==> src/rtl/gf180mcu_fd_sc_mcu7t5v0__mux4_rrsel_pkg.sv <==
// Shared types and bounds for the mux4 round-robin select sequencer.
package gf180mcu_fd_sc_mcu7t5v0__mux4_rrsel_pkg;

    typedef enum logic {
        ST_IDLE  = 1'b0,
        ST_GRANT = 1'b1
    } rr_state_e;

    typedef logic [1:0] lane_t;

    localparam int unsigned HOLD_MIN = 32'd1;
    localparam int unsigned HOLD_MAX = 32'd16;

    function automatic logic [3:0] lane_onehot(input lane_t lane);
        return 4'b0001 << lane;
    endfunction

endpackage

==> src/rtl/gf180mcu_fd_sc_mcu7t5v0__rr_pick4.sv <==
// Combinational round-robin picker: first set request after ptr, wrapping to ptr itself last.
module gf180mcu_fd_sc_mcu7t5v0__rr_pick4
    import gf180mcu_fd_sc_mcu7t5v0__mux4_rrsel_pkg::*;
(
    input  logic [3:0] req,
    input  lane_t      ptr,
    output lane_t      lane,
    output logic       found
);

    // Scan from lowest priority to highest so the nearest lane after ptr wins.
    always_comb begin
        lane  = ptr;
        found = 1'b0;
        for (int k = 4; k >= 1; k--) begin
            if (req[ptr + lane_t'(k)]) begin
                lane  = ptr + lane_t'(k);
                found = 1'b1;
            end else begin
                found = found;
            end
        end
    end

endmodule

==> src/rtl/gf180mcu_fd_sc_mcu7t5v0__mux4_rrsel.sv <==
// Round-robin S1:S0 sequencer for the mux4 cell; grants are held up to HOLD cycles.
// Optional GF180MCU_FD_SC_MCU7T5V0__MUX4_RRSEL_PARK_EN keeps the last lane on the selects while idle.
module gf180mcu_fd_sc_mcu7t5v0__mux4_rrsel
    import gf180mcu_fd_sc_mcu7t5v0__mux4_rrsel_pkg::*;
#(
    parameter  int unsigned HOLD = 32'd4,
    localparam int unsigned CW   = $clog2(HOLD) + 1
) (
    input  logic       CLK,
    input  logic       RST,
    input  logic [3:0] REQ,
    input  logic       ACK,
    output logic       S0,
    output logic       S1,
    output logic [3:0] GNT,
    output logic       VALID
);

    if ((HOLD < HOLD_MIN) || (HOLD > HOLD_MAX)) begin : g_hold_range
        $error("HOLD out of legal range");
    end

    localparam logic [CW-1:0] CNT_LOAD = CW'(HOLD - 32'd1);

    rr_state_e     state_q, state_d;
    lane_t         ptr_q, ptr_d;
    lane_t         lane_q, lane_d;
    logic [CW-1:0] cnt_q, cnt_d;
    logic [3:0]    gnt_q, gnt_d;
    logic          valid_q, valid_d;

    logic [3:0] cur_mask;
    logic       lane_req;
    logic       release_lane;
    logic       grant_end;
    logic [3:0] pick_req;
    lane_t      pick_ptr;
    lane_t      pick_lane;
    logic       pick_found;

    assign cur_mask     = lane_onehot(lane_q);
    assign lane_req     = |(REQ & cur_mask);
    assign release_lane = ACK || !lane_req;
    assign grant_end    = (cnt_q == {CW{1'b0}}) || release_lane;

    // Arbitration inputs: from idle use the stored pointer; at grant end search after the current lane.
    always_comb begin
        pick_req = REQ;
        pick_ptr = ptr_q;
        case (state_q)
            ST_IDLE: begin
                pick_req = REQ;
                pick_ptr = ptr_q;
            end
            ST_GRANT: begin
                if (release_lane) begin
                    pick_req = REQ & ~cur_mask;
                end else begin
                    pick_req = REQ;
                end
                pick_ptr = lane_q;
            end
            default: begin
                pick_req = 4'b0000;
                pick_ptr = ptr_q;
            end
        endcase
    end

    gf180mcu_fd_sc_mcu7t5v0__rr_pick4 u_pick (
        .req   (pick_req),
        .ptr   (pick_ptr),
        .lane  (pick_lane),
        .found (pick_found)
    );

    // Next-state, hold counter and output register inputs.
    always_comb begin
        state_d = state_q;
        ptr_d   = ptr_q;
        lane_d  = lane_q;
        cnt_d   = cnt_q;
        gnt_d   = gnt_q;
        valid_d = valid_q;
        case (state_q)
            ST_IDLE: begin
                if (pick_found) begin
                    state_d = ST_GRANT;
                    lane_d  = pick_lane;
                    gnt_d   = lane_onehot(pick_lane);
                    valid_d = 1'b1;
                    cnt_d   = CNT_LOAD;
                end else begin
                    gnt_d   = 4'b0000;
                    valid_d = 1'b0;
                end
            end
            ST_GRANT: begin
                if (!grant_end) begin
                    cnt_d = cnt_q - CW'(1);
                end else begin
                    ptr_d = lane_q;
                    if (pick_found) begin
                        lane_d  = pick_lane;
                        gnt_d   = lane_onehot(pick_lane);
                        valid_d = 1'b1;
                        cnt_d   = CNT_LOAD;
                    end else begin
                        state_d = ST_IDLE;
                        gnt_d   = 4'b0000;
                        valid_d = 1'b0;
                        cnt_d   = {CW{1'b0}};
`ifdef GF180MCU_FD_SC_MCU7T5V0__MUX4_RRSEL_PARK_EN
                        lane_d  = lane_q;
`else
                        lane_d  = 2'b00;
`endif
                    end
                end
            end
            default: begin
                state_d = ST_IDLE;
                lane_d  = 2'b00;
                gnt_d   = 4'b0000;
                valid_d = 1'b0;
                cnt_d   = {CW{1'b0}};
            end
        endcase
    end

    // State and output registers with synchronous reset.
    always_ff @(posedge CLK) begin
        if (RST) begin
            state_q <= ST_IDLE;
            ptr_q   <= 2'd3;
            lane_q  <= 2'd0;
            cnt_q   <= {CW{1'b0}};
            gnt_q   <= 4'b0000;
            valid_q <= 1'b0;
        end else begin
            state_q <= state_d;
            ptr_q   <= ptr_d;
            lane_q  <= lane_d;
            cnt_q   <= cnt_d;
            gnt_q   <= gnt_d;
            valid_q <= valid_d;
        end
    end

    assign S0    = lane_q[0];
    assign S1    = lane_q[1];
    assign GNT   = gnt_q;
    assign VALID = valid_q;

endmodule

==> config.mk <==
export PLATFORM = sky130hd
export DESIGN_NAME = gf180mcu_fd_sc_mcu7t5v0__mux4_rrsel
export DESIGN_NICKNAME = d
export VERILOG_FILES = /design/src/rtl/gf180mcu_fd_sc_mcu7t5v0__mux4_rrsel_pkg.sv /design/src/rtl/gf180mcu_fd_sc_mcu7t5v0__rr_pick4.sv /design/src/rtl/gf180mcu_fd_sc_mcu7t5v0__mux4_rrsel.sv
export SDC_FILE = /design/constraint.sdc
export NUM_CORES = 1
export LEC_CHECK = 0
export BUFFER_PORTS_ARGS = -buffer_cell sky130_fd_sc_hd__buf_2
export CAP_MARGIN = 10
export CORE_ASPECT_RATIO = 1.1
export CORE_MARGIN = 2
export CORE_UTILIZATION = 53
export CTS_CLUSTER_DIAMETER = 80
export DETAILED_ROUTE_END_ITERATION = 10
export PLACE_DENSITY = 0.81
export REMOVE_ABC_BUFFERS = 1
export SLEW_MARGIN = 10
export SYNTH_ARGS = -nofsm -noshare
export SYNTH_HDL_FRONTEND = slang
export SYNTH_SLANG_ARGS = --single-unit
export TNS_END_PERCENT = 50
==> constraint.sdc <==
create_clock -name CLK -period 2.2 [get_ports CLK]
set_clock_uncertainty 0.1 [all_clocks]
set_input_delay 0.44 -clock CLK [delete_from_list [all_inputs] [get_ports CLK]]
set_output_delay 0.44 -clock CLK [all_outputs]
set_load 0.01 [all_outputs]
; ---- Yosys cells after proc, flatten, opt, wreduce, memory -nomap -nowiden
; Index checks and enable logic that the tools add are counted.
[totals]
register_bits = 13
word_cells = 63
in_bits = 7
out_inout_bits = 7
[classes]
n_eq_ne = 2
muxes = 34
n_bitwise = 4
n_addsub = 4
shifts = 2
n_reduce_logical = 7
order_cmp = 4
[op_table]
columns = op, count
row1 = $pmux 4 s2, 2
row2 = $mux 2, 7
row3 = $lt 2x3->1 const B, 4
row4 = $mux 4, 3
row5 = $mux 1, 11
row6 = $and 4x4->4, 2
row7 = $bmux 1 s2, 4
row8 = $pmux 2 s2, 2
row9 = $shl 1x2->4 const A, 2
row10 = $mux 3, 2
row11 = $pmux 3 s2, 1
row12 = $add 2x2->2 const B, 2
row13 = $not 4->4, 1
row14 = $pmux 1 s2, 2
row15 = $reduce_and 2->1, 2
row16 = $reduce_or 4->1, 1
row17 = $logic_not 3->1, 1
row18 = $sub 3x1->3 const B, 1
row19 = $add 2x1->2 const B, 1
row20 = $logic_or 1x1->1, 2
row21 = $ne 2x1->1 const B, 1
row22 = $ne 2x2->1 const B, 1
row23 = $logic_not 1->1, 1
row24 = $not 1->1, 1

; ---- Depth between registers and ports, before layout
[logic_depth]
depth_word = 16
ltp_mapped = 9
depth_no_buf = 7

; ---- Modules after synthesis
; From an unflattened synthesis, not the netlist that was laid out.
[hier_totals]
hier_cells = 106
area_unflattened_um2 = 924.6
[modules_own_cells]
columns = mod, area_each_um2, instances, cells_each, seq_area_each_um2
row1 = gf180mcu_fd_sc_mcu7t5v0__mux4_rrsel, 842.1, 1, 92, 260.2
row2 = gf180mcu_fd_sc_mcu7t5v0__rr_pick4, 82.6, 1, 14, 0.0

; ---- Worst setup path after synthesis
; OpenSTA, ideal clock, no wires.
[synth_path]
path_type = register to register
from = register lane_q[0]
to = register gnt_q[0] (netlist: GNT[0])
stages_incl_launch_ff = 8
period_less_slack_ps = 2037
setup_ps = 101
t_required_ps = 1999
arrival_ps = 1835
n_path_buf = 3
path_slack_ps = 163
cell_sequence = dfxtp_1 buf_6 mux4_2 nor3b_2 and2_4 buf_6 buf_8 o41ai_1
[synth_between]
elab_chain_cells = 16
elab_cells_between_ends = 34
classes_between = add/sub (3) / eq/ne (1) / shift (2) / mux (21) / bitwise (3) / reduce/logical (4)
[synth_rtl]
columns = element, line
row1 = from (decl), gf180mcu_fd_sc_mcu7t5v0__mux4_rrsel.sv:27  ; lane_t lane_q, lane_d;
row2 = from (signal assigned), gf180mcu_fd_sc_mcu7t5v0__mux4_rrsel.sv:143  ; lane_q <= lane_d;
row3 = $shl 1x2->4, gf180mcu_fd_sc_mcu7t5v0__mux4_rrsel_pkg.sv:15  ; return 4'b0001 << lane;
row4 = $and 4x4->4, gf180mcu_fd_sc_mcu7t5v0__mux4_rrsel.sv:42  ; assign lane_req = |(REQ & cur_mask);
row5 = $reduce_or 4->1, gf180mcu_fd_sc_mcu7t5v0__mux4_rrsel.sv:42
row6 = $logic_not 1->1, gf180mcu_fd_sc_mcu7t5v0__mux4_rrsel.sv:43  ; assign release_lane = ACK || !lane_req;
row7 = $logic_or 1x1->1, gf180mcu_fd_sc_mcu7t5v0__mux4_rrsel.sv:43
row8 = $mux 4, gf180mcu_fd_sc_mcu7t5v0__mux4_rrsel.sv:56  ; if (release_lane) begin
row9 = $pmux 4 s2, gf180mcu_fd_sc_mcu7t5v0__mux4_rrsel.sv:50  ; case (state_q)
row10 = $bmux 1 s2, gf180mcu_fd_sc_mcu7t5v0__rr_pick4.sv:16  ; if (req[ptr + lane_t'(k)]) begin
row11 = $mux 1 (not written as such), gf180mcu_fd_sc_mcu7t5v0__rr_pick4.sv:16
row12 = $mux 2 or $mux 1 (tied branches) (3 in series), gf180mcu_fd_sc_mcu7t5v0__rr_pick4.sv:16
row13 = $shl 1x2->4 or $mux 1 (tied branches), "gf180mcu_fd_sc_mcu7t5v0__mux4_rrsel_pkg.sv:15, gf180mcu_fd_sc_mcu7t5v0__rr_pick4.sv:16"
row14 = $mux 4, "gf180mcu_fd_sc_mcu7t5v0__mux4_rrsel.sv:87, gf180mcu_fd_sc_mcu7t5v0__mux4_rrsel.sv:103"
row15 = $mux 4, gf180mcu_fd_sc_mcu7t5v0__mux4_rrsel.sv:99  ; if (!grant_end) begin
row16 = $pmux 4 s2, gf180mcu_fd_sc_mcu7t5v0__mux4_rrsel.sv:85  ; case (state_q)
row17 = to (signal assigned), gf180mcu_fd_sc_mcu7t5v0__mux4_rrsel.sv:145  ; gnt_q <= gnt_d;
row18 = to (decl), gf180mcu_fd_sc_mcu7t5v0__mux4_rrsel.sv:29  ; logic [3:0] gnt_q, gnt_d;
; Several ways; a longest one is shown, not always the timed one. The select of a mux whose other input is x is not followed.
; A chain may end at the register's enable or synchronous reset.

; ---- Worst setup path after layout
[layout_path]
from = register lane_q[0]
to = register gnt_q[2] (netlist: GNT[2])
; The elaborated chain is that of the path after synthesis.

==> results.ini <==
[clocking]
cts.path.max_buffers=2
tritoncts=built
worstSkewPairLatency_ps=280
htree_levels=1
clkTransAtPathRegs_ps=80
cts_sinks=13
root_buffer=clkbuf_4
cts_setup_buffers=0
cts_buffers=3

[placement]
place_congestion=0.817
io_buffers=13
dpl_cell_area_um2=881
dp.final_hpwl_um=1220
pre_cts_ws_ps=44.2

[yosys]
yosysSeqAreaShare=0.317
synth_edf_count=0
synth.top_cell.area_share=0.317
syn_area_um2=822
async_flop_share=0
synth_area_per_cell_um2=8.94
synth_flop_cell=dfxtp_1
synth_area_leaders=dfxtp_1 (32%), mux2i_1 (4.9%), a21oi_1 (4.3%), o41ai_1 (4.3%), inv_1 (3.2%)
ys.warnings.count=0
synth.largest_area_cell=dfxtp_1
synth_cells=92
synth_cell_types=37
ys_ff_latch=13

[sta]
hold_violations=0
slew-limit-headroom=0.686
setup-tns-final_ps=0
worst_slew_pin_slew_ps=464
min_period_ps=1950
fin_ws_ps=247
period_share=0.888
maxSlewViolCount=0
fmax_ghz=0.512
rsz0062_at_grt=false
setup_violations=0

[global_routing]
grt_pass1_vias=617
use_met1=0.241
met2_usage=0.309
overflow=0
grt_usage=0.187
antenna_found_initial=0
grt_max_degree=16
grt_busiest_layer=met2
grt_first_pass_wirelength_um=2680
gr-usage-met3=0.0360

[power]
p_sw_frac=0.329
seq_power_share=0.462
switchingPower_uw=208
ir_drop_mv=0.507
power_leakage_nw=0.401
combPwrFrac=0.307
p_total_uw=633
powerDensity_nw_per_um2=690
p_int_uw=424
clkPwrFrac=0.231

[route]
wl_per_cell_um=13.6
drc=0
routed_via_density=6.09
drt_pass1_iterations=4
drtAntennaViolNets=0
routed_wl_um=1660
drtIter0Drc=22
num_vias=743

[critical_path]
cp_slowest_cell=dfxtp_2
crit_arrival_ps=2020
endpoint_kind=flop
reg2regPathDepth=5
reg2reg_from=lane_q[0]
reg2reg_slack_ps=250
path_cells=mux2_2, o32ai_2, o211ai_1, and2_1, o41ai_1
worstPathRequired_ps=2270
critPathLaunchType=flop
r2r_end=GNT[2]
slowest_delay_ps=440
cp_max_fo=10
path_class=reg -> reg

[finish]
drive_gt1_frac=0.283
area_growth_pct=11.6
utilization=0.654
layout_common_cells=buf_2 (13), dfxtp_1 (12), inv_1 (7), a21oi_1 (7), nand2_1 (5)
final_area_um2=917
nets=116
mostFrequentLayoutCell=buf_2
antenna_cells=0
num-fill-cells=136

[hold_path]
holdPathStages=2
min_path_type=reg -> reg
holdCritStartpoint=VALID
whs_endpoint=VALID

[outcome]
status=finished, final reports clean

[floorplan]
placementRows=14
pin_count=14
dieArea_um2=1880
die_height_um=45.3
start_util=0.587
core_um2=1400
die_w_um=41.6

[job]
drv_cap=0

-- cells by family after synthesis --
| logic type | share of synthesized area |
|---|---|
| simple gates | 0.195 |
| compound gates | 0.277 |
| flops | 0.317 |
| mux | 0.0898 |
| fa+ha+maj | 0.0304 |
| buf+inv | 0.0913 |
-- critical path, delay by kind of cell (launching register included) --
family          cells  cell delay (ps)
mux                 1              380
flops               1              440
compound gates      3              720
simple gates        1              210
-- state kept, by name (all words and copies together), names as in the netlist --
register / count
VALID: 1
state_q: 1
ptr_q: 2
cnt_q: 3
GNT: 4
lane_q: 2
-- area by class of cell --
type / count / area, um^2 / area share
timing repair buffer: 16 / 87.6 / 0.0955
tap: 16 / 20.0 / 0.0218
clock inverter: 1 / 5.00 / 0.00546
sequential: 13 / 262 / 0.285
multi-input combinational: 66 / 494 / 0.539
clock buffer: 3 / 22.5 / 0.0246
inverter: 7 / 26.3 / 0.0286
-- what timing repair did --
item,4_1_cts,5_1_grt
setup endpoints to repair,0,2
gates resized for setup,0,3
hold buffers,0,0
hold endpoints to repair,0,0
-- worst max-delay path by stage --
stage | to | cells past startpoint | startpoint
after CTS | GNT[2] | 5 | lane_q[0]
after floorplan | cnt_q[1] | 5 | lane_q[0]
after detailed placement | GNT[2] | 5 | lane_q[0]
after global routing | GNT[2] | 5 | state_q
after global placement | cnt_q[0] | 6 | lane_q[0]
final | GNT[2] | 5 | lane_q[0]
-- through the flow --
step                hold slack, ps  instances
detailed placement             353        118
floorplan                      358         86
global placement               340        118
finish                         364        122
global route                   377        122
CTS                            371        122
-- synth_stat cells (3+ instances only) --
cell      number
nand3b_1       3
nand2_1        5
nand3_1        3
a21oi_1        7
o41ai_1        4
nor2_1         4
o21ai_0        3
dfxtp_1       13
clkbuf_1       3
mux2i_1        4
a211oi_1       3
inv_1          7
-- power groups by stage --
stage	Sequential, mW	Clock (mW)	Combinational (mW)
final	0.292	0.146	0.194
after global routing	0.296	0.158	0.215
after CTS	0.291	0.150	0.192
after detailed placement	0.296	0	0.190
after global placement	0.295	0	0.187
after floorplan	0.300	0	0.123
-- metal layers --
layer | routed length [um] | up-vias
li1 | - | 376
met1 | 813 | 347
met2 | 750 | 16
met3 | 70 | 4
met4 | 23 | 0
met5 | 0 | -
(Power assumes the default switching activity.)
